[src/rtl/brent_accum.sv]
// Operand-stream accumulator built around an N-bit Brent-Kung adder; returns the total over valid/ready.
// Optional build macro BRENT_ACCUM_SAT_EN: saturate the running total on carry-out instead of wrapping.

module Brent #(
    parameter int unsigned N = 8
) (
    input  logic [N-1:0] A,
    input  logic [N-1:0] B,
    input  logic         Cin,
    output logic [N:0]   Sum
);

    localparam int LVL = $clog2(N);

    // Brent-Kung prefix tree: up-sweep builds power-of-two spans, down-sweep fills the gaps.
    always_comb begin : prefix_blk
        logic [N-1:0] p;
        logic [N-1:0] gg;
        logic [N-1:0] pp;
        p     = A ^ B;
        gg    = A & B;
        pp    = p;
        gg[0] = gg[0] | (p[0] & Cin);
        for (int l = 0; (2 << l) <= int'(N); l++) begin
            for (int i = (2 << l) - 1; i < int'(N); i += (2 << l)) begin
                gg[i] = gg[i] | (pp[i] & gg[i - (1 << l)]);
                pp[i] = pp[i] & pp[i - (1 << l)];
            end
        end
        for (int l = LVL - 2; l >= 0; l--) begin
            for (int i = 3 * (1 << l) - 1; i < int'(N); i += (2 << l)) begin
                gg[i] = gg[i] | (pp[i] & gg[i - (1 << l)]);
                pp[i] = pp[i] & pp[i - (1 << l)];
            end
        end
        Sum[0] = p[0] ^ Cin;
        for (int i = 1; i < int'(N); i++) begin
            Sum[i] = p[i] ^ gg[i - 1];
        end
        Sum[N] = gg[N-1];
    end

endmodule

module brent_accum #(
    parameter int unsigned LEN_W = 4,
    parameter int unsigned N     = 8
) (
    input  logic             clk_i,
    input  logic             rst_i,
    input  logic             start_i,
    input  logic [LEN_W-1:0] len_i,
    input  logic             in_valid_i,
    output logic             in_ready_o,
    input  logic [N-1:0]     in_data_i,
    output logic             out_valid_o,
    input  logic             out_ready_i,
    output logic [N-1:0]     out_sum_o,
    output logic             out_ovf_o,
    output logic             busy_o
);

    typedef enum logic [1:0] {
        S_IDLE = 2'd0,
        S_ACC  = 2'd1,
        S_HOLD = 2'd2
    } state_e;

    state_e           state_q, state_d;
    logic [N-1:0]     acc_q, acc_d;
    logic [LEN_W-1:0] cnt_q, cnt_d;
    logic             ovf_q, ovf_d;
    logic             in_ready_q, out_valid_q, busy_q;
    logic [N:0]       sum_w;

    Brent #(.N(N)) u_brent (
        .A   (acc_q),
        .B   (in_data_i),
        .Cin (1'b0),
        .Sum (sum_w)
    );

    // Next-state and datapath update
    always_comb begin
        state_d = state_q;
        acc_d   = acc_q;
        cnt_d   = cnt_q;
        ovf_d   = ovf_q;
        unique case (state_q)
            S_IDLE: begin
                if (start_i) begin
                    acc_d   = '0;
                    ovf_d   = 1'b0;
                    cnt_d   = len_i;
                    state_d = (len_i == '0) ? S_HOLD : S_ACC;
                end
            end
            S_ACC: begin
                if (in_valid_i) begin
                    acc_d = sum_w[N-1:0];
                    ovf_d = ovf_q | sum_w[N];
`ifdef BRENT_ACCUM_SAT_EN
                    if (sum_w[N] || ovf_q) begin
                        acc_d = '1;
                    end
`endif
                    cnt_d = cnt_q - LEN_W'(1);
                    if (cnt_q == LEN_W'(1)) begin
                        state_d = S_HOLD;
                    end
                end
            end
            S_HOLD: begin
                if (out_ready_i) begin
                    state_d = S_IDLE;
                end
            end
            default: state_d = S_IDLE;
        endcase
    end

    // Handshake flags are registered from the next state so they align with state_q
    always_ff @(posedge clk_i or posedge rst_i) begin
        if (rst_i) begin
            state_q     <= S_IDLE;
            acc_q       <= '0;
            cnt_q       <= '0;
            ovf_q       <= 1'b0;
            in_ready_q  <= 1'b0;
            out_valid_q <= 1'b0;
            busy_q      <= 1'b0;
        end else begin
            state_q     <= state_d;
            acc_q       <= acc_d;
            cnt_q       <= cnt_d;
            ovf_q       <= ovf_d;
            in_ready_q  <= (state_d == S_ACC);
            out_valid_q <= (state_d == S_HOLD);
            busy_q      <= (state_d != S_IDLE);
        end
    end

    assign in_ready_o  = in_ready_q;
    assign out_valid_o = out_valid_q;
    assign busy_o      = busy_q;
    assign out_sum_o   = acc_q;
    assign out_ovf_o   = ovf_q;

endmodule

[config.mk]
export PLATFORM = sky130hd
export DESIGN_NAME = brent_accum
export DESIGN_NICKNAME = d
export VERILOG_FILES = /design/src/rtl/brent_accum.sv
export SDC_FILE = /design/constraint.sdc
export NUM_CORES = 1
export LEC_CHECK = 0
export CORE_ASPECT_RATIO = 1.2
export CORE_MARGIN = 2
export CORE_UTILIZATION = 49
export CTS_BUF_LIST = sky130_fd_sc_hd__clkbuf_16
export DETAILED_ROUTE_END_ITERATION = 10
export GPL_TIMING_DRIVEN = 1
export PLACE_DENSITY_LB_ADDON = 0.2
export SLEW_MARGIN = 0
export SYNTH_ARGS = -nofsm -noshare
export SYNTH_HDL_FRONTEND = slang
export SYNTH_HIERARCHICAL = 1
export SYNTH_SLANG_ARGS = --single-unit
[constraint.sdc]
create_clock -name clk_i -period 3 [get_ports clk_i]
set_clock_uncertainty 0.2 [all_clocks]
set_input_delay 0.3 -clock clk_i [delete_from_list [all_inputs] [get_ports clk_i]]
set_output_delay 0.3 -clock clk_i [all_outputs]
set_load 0.005 [all_outputs]
==> Word level (Yosys, flattened, before mapping) <==
Cells that the tools add are included.
{ "op_classes": {"addsub": 1, "mul": 0, "div_mod_pow": 0, "magnitude_cmp": 0, "n_eq_ne": 7, "n_shift": 0, "n_mux": 15, "n_bitwise": 36, "reduce_logical": 5} }
{ "ops": {"columns": ["cell", "count"], "rows": [
  ["$mux W8", 2],
  ["$pmux W8 S2", 1],
  ["$and A1 B1 Y1", 15],
  ["$or A1 B1 Y1", 12],
  ["$mux W2", 5],
  ["$and A8 B8 Y8", 1],
  ["$mux W4", 2],
  ["$pmux W4 S2", 1],
  ["$xor A8 B8 Y8", 1],
  ["$xor A1 B1 Y1", 7],
  ["$pmux W2 S3", 1],
  ["$eq A2 B1 Y1 const B", 2],
  ["$eq A2 B2 Y1 const B", 2],
  ["$eq A4 B1 Y1 const B", 1],
  ["$logic_not A4 Y1", 1],
  ["$ne A2 B2 Y1 const B", 2],
  ["$reduce_bool A2 Y1", 2],
  ["$sub A4 B1 Y4 const B", 1],
  ["$reduce_and A3 Y1", 1],
  ["$logic_not A2 Y1", 1],
  ["$mux W1", 2],
  ["$pmux W1 S2", 1]
]} }
{ "word_totals": {"reg_bits": 18, "latchBits": 0, "ram_bits": 0, "rom_bits": 0, "in_bits": 17, "out_inout_bits": 12, "word_cells": 71, "memories": 0} }

==> Longest topological paths before layout <==
{ "depth": {"word_depth": 12, "ltp_mapped": 11, "mapped_depth_nobuf": 11} }

==> Modules after synthesis <==
Netlist, hierarchy kept.
{ "by_module_without_submodules": {"columns": ["mod", "n_inst", "cells_per_inst", "area_each_um2", "seq_area_each_um2"], "rows": [
  ["brent_accum", 1, 94, 925.9, 450.4],
  ["Brent", 1, 33, 295.3, 0.0]
]} }

==> Worst setup path before layout <==
Ideal clock, no wire load.
{ "synth_path": {"path_type": "register to register", "start": "register acc_q[0], in the netlist out_sum_o[0]", "end": "register acc_q[7], in the netlist out_sum_o[7]", "setup_time_ps": 123, "arrival_ps": 2069, "required_ps": 2677, "slack_ps": 608, "path_stages_with_launch": 12, "path_buffers": 0, "synth_period_minus_slack_ps": 2392, "path_cell_list": "dfrtp_1 > inv_1 > fa_1 > inv_1 > fa_1 > a21o_1 > o21ai_1 > nand2_1 > fa_1 > xor2_1 > nand4_1 > nand2_1"} }
{ "synth_between": {"elab_chain_len": 12} }
{ "synth_lines": {"columns": ["element", "line", "text"], "rows": [
  ["start: declaration", "70", "logic [N-1:0] acc_q, acc_d;"],
  ["start signal: assignment", "126", "acc_q <= '0;"],
  ["start signal: assignment", "134", "acc_q <= acc_d;"],
  ["$and A8 B8 Y8", "21", "gg = A & B;"],
  ["$and A1 B1 Y1", "26", "gg[i] = gg[i] | (pp[i] & gg[i - (1 << l)]);"],
  ["$or A1 B1 Y1", "26", null],
  ["$and A1 B1 Y1", "26", null],
  ["$or A1 B1 Y1", "26", null],
  ["$and A1 B1 Y1", "32", "gg[i] = gg[i] | (pp[i] & gg[i - (1 << l)]);"],
  ["$or A1 B1 Y1", "32", null],
  ["$and A1 B1 Y1", "32", null],
  ["$or A1 B1 Y1", "32", null],
  ["$xor A1 B1 Y1", "38", "Sum[i] = p[i] ^ gg[i - 1];"],
  ["via sum_w[7]", "74", "logic [N:0] sum_w;"],
  ["$mux W8", "99", "if (in_valid_i) begin"],
  ["$pmux W8 S2", "89", "unique case (state_q)"]
]} }
The timed path passes the listed nets, and every way through them passes these cells. The select of a mux whose other input is x is not followed.
A chain may end at the register's enable or synchronous reset.

==> Worst setup path after layout <==
{ "layout_path": {"start": "input port in_data_i[0]", "end": "register acc_q[7], in the netlist out_sum_o[7]"} }
{ "layout_between": {"elab_chain_len": 12} }
{ "layout_lines": {"columns": ["element", "line", "text"], "rows": [
  ["start: declaration", "55", "input logic [N-1:0] in_data_i,"],
  ["$and A8 B8 Y8", "21", null],
  ["$and A1 B1 Y1", "26", null],
  ["$or A1 B1 Y1", "26", null],
  ["$and A1 B1 Y1", "26", null],
  ["$or A1 B1 Y1", "26", null],
  ["$and A1 B1 Y1", "32", null],
  ["$or A1 B1 Y1", "32", null],
  ["$and A1 B1 Y1", "32", null],
  ["$or A1 B1 Y1", "32", null],
  ["$xor A1 B1 Y1", "38", null],
  ["via sum_w[7]", "74", null],
  ["$mux W8", "99", null],
  ["$pmux W8 S2", "89", null]
]} }
The timed path passes the listed nets, and every way through them passes these cells. The select of a mux whose other input is x is not followed.

==> flow_metrics.py <==
metrics = {
    "timing": {
        "worst_pin_slew_ns": 0.6951,
        "fin_crit_ns": 2.566,
        "finalSetupTns_ns": 0,
        "finalSetupViolCount": 0,
        "hold_slack_ns": 0.2707,
        "post-route-period-util_pct": 85.53,
        "hold_viol": 0,
        "slew_headroom_pct": 53.61,
        "maxSlewViolCount": 0,
        "rsz0062_at_grt": "false",
        "fmax_ghz": 0.3897,
    },
    "logic_synthesis": {
        "synth_area_mm2": 0.001221,
        "ys_seq_area_share_pct": 36.89,
        "synth_edf_count": 0,
        "ys_seq_elements": 18,
        "synthFlopType": "dfrtp_1",
        "synth_cell_types": 36,
        "syn_avg_cell_area_um2": 9.616,
        "syn_nets": 157,
        "yosys_warnings": 6,
        "async_flop_share_pct": 100.0,
        "synthCells": 127,
        "synth_top_area_share_pct": 36.89,
        "synth_area_leaders": "dfrtp_1 37%, fa_1 8.2%, ha_1 8.2%",
        "yosys.area.top_type": "dfrtp_1",
    },
    "grt": {
        "grt_max_degree": 21,
        "grt.total_usage_pct": 20.45,
        "antenna_found_initial": 0,
        "grt_pass1_wl_mm": 4.526,
        "first_global_vias": 1054,
        "gr-total-overflow": 0,
    },
    "routing": {
        "antenna_left": 0,
        "routed_via_density": 5.607,
        "post-route-drc-count": 0,
        "wirelength_mm": 2.594,
        "routedWlPerCell_um": 14.17,
        "dr.pass1.iters": 5,
        "vias": 1026,
        "drtIter0Drc": 24,
    },
    "critical_path": {
        "crit_arrival_ns": 2.55,
        "cp_max_fo": 2,
        "reg2reg_slack_ns": 0.48,
        "critPathLaunchType": "primary input",
        "required_ns": 2.98,
        "setup.worst_path.class": "primary input to register",
        "worst_setup_path_end_kind": "register",
    },
    "power_and_ir_drop": {
        "power_frac_seq_pct": 32.5,
        "switchingPower_mw": 0.5147,
        "power.share.clock_pct": 18.4,
        "pwr-share-comb_pct": 49.1,
        "swShare_pct": 36.27,
        "internal-power_mw": 0.9043,
        "powerDensity_mw_per_mm2": 899.4,
        "power_mw": 1.419,
        "p_leak_nw": 0.7498,
        "vdd.ir_drop.worst_v": 0.0005342,
    },
    "clock_network": {
        "hold_buffers": 0,
        "clk_pin_slew_worst_paths_ns": 0.05,
        "clock_sinks": 18,
        "cts-resized-gates": 0,
        "worstSkewPairLatency_ns": 0.25,
        "cts-root-buf": "clkbuf_16",
        "cts_tree": "built",
        "cts_buffers": 3,
        "cts_max_path_buffers": 2,
        "h-tree-depth": 1,
        "cts_setup_buffers": 0,
    },
    "die": {
        "core_mm2": 0.002330,
        "start_util_pct": 52.42,
        "fp.dieW_um": 49.57,
        "dieHeight_um": 58.69,
        "fp-row-count": 19,
        "die_area_mm2": 0.002909,
        "ios": 29,
    },
    "layout": {
        "utilization_pct": 67.72,
        "area_growth_pct": 29.20,
        "layout-drive-gt1-share_pct": 5.921,
        "antennaDiodeCount": 0,
        "final_cells": 183,
        "num-nets-final": 184,
    },
    "hold_path": {
        "hold_path_class": "primary input to async pin",
    },
    "placed_design": {
        "place_hpwl_mm": 1.990,
        "routabilityCongestion": 0.8393,
        "dp.cells": 180,
        "place.port_buffers": 28,
    },
    "run": {
        "max_cap_violations": 0,
    },
    "status": {
        "status": "finished clean",
    },
}
## final timing paths
path	from	end	cells after the start
max in group asynchronous	rst_i	out_sum_o[4]	2
hold reg to reg	out_sum_o[0]	out_sum_o[0]	2
setup / recovery	in_data_i[0]	out_sum_o[7]	12
min in group clk_i	out_sum_o[0]	out_sum_o[0]	2
setup reg to reg	out_sum_o[0]	out_sum_o[7]	11
hold / removal	rst_i	out_sum_o[1]	2
## sequential cells by signal, summed over array words and instances (netlist names)
| signal | cells |
|---|---|
| busy_o | 1 |
| out_valid_o | 1 |
| out_sum_o | 8 |
| state_q | 2 |
| in_ready_o | 1 |
| out_ovf_o | 1 |
| cnt_q | 4 |
## cell usage after synthesis (all sizes together) (2+ instances only)
cell type,count
o311ai,2
mux2i,4
inv,17
nor2,4
o21ai,14
ha,8
dfrtp,18
a21o,2
a211oi,2
fa,5
buf,5
mux2,2
clkbuf,2
xor2,2
nand4,8
a21oi,2
nand2,13
or3,2
## area by class of cell
| cell class | instances | area [um^2] |
|---|---|---|
| Inverter | 17 | 63.81 |
| Multi-Input combinational cell | 85 | 661.9 |
| Tap cell | 31 | 38.79 |
| Timing Repair Buffer | 29 | 287.8 |
| Sequential cell | 18 | 450.4 |
| Clock buffer | 3 | 75.07 |
| Fill cell | 193 | 752.0 |
## worst max-delay path, cell delays in order
cell	delay, ns
clkdlybuf4s50_1	0.39
inv_1	0.07
fa_1	0.16
inv_1	0.05
fa_1	0.38
a21o_1	0.21
o21ai_1	0.16
nand2_1	0.09
fa_1	0.39
xor2_1	0.16
nand4_1	0.11
nand2_1	0.10
## logic make-up (layout without fill, tap and decap cells)
logic type	count (synthesis)	count (layout)	share of synthesized area, %
xor gates and xnor gates	3	3	2.152
adders and majority gates	13	13	16.39
DFF	18	18	36.89
and+or+nand+nor	31	31	13.01
buffers and inverters	24	49	8.914
other	1	1	0.3071
AOI/OAI and AO/OA	31	31	17.21
muxes	6	6	5.123
## cell usage in the layout (no fill, tap or decap), drive strengths merged, types with 2 or more instances in the layout
cell / netlist / layout
a21oi: 2 / 2
fa: 5 / 5
dfrtp: 18 / 18
or3: 2 / 2
xor2: 2 / 2
o311ai: 2 / 2
mux2i: 4 / 4
clkdlybuf4s50: 0 / 28
nand2: 13 / 13
a21o: 2 / 2
a211oi: 2 / 2
mux2: 2 / 2
clkbuf: 2 / 3
inv: 17 / 17
ha: 8 / 8
nor2: 4 / 4
nand4: 8 / 8
o21ai: 14 / 14
## stage by stage
step | setup slack (ns) | instance area, um^2
floorplan | 0.6085 | 1221
global placement | 0.1995 | 1503
detailed placement | 0.1893 | 1503
CTS | 0.4456 | 1578
global route | 0.2358 | 1578
finish | 0.4342 | 1578
## routing by layer
metal	global-route usage [%]	vias to the layer above	part of all wire, %
li1	-	495	-
met1	23.34	501	42
met2	38.10	25	52
met3	3.046	5	4.3
met4	8.333	0	1.5
met5	0	-	0
## power by group through the flow
stage          clock network (mW)  registers [mW]  logic (mW)
4_1_cts                     0.266           0.464       0.704
5_1_grt                     0.275           0.483       0.794
3_3_place_gp                    0           0.461       0.675
6_report                    0.261           0.461       0.697
2_1_floorplan                   0           0.427       0.485
3_5_place_dp                    0           0.467       0.701
(Power assumes the default switching activity.)
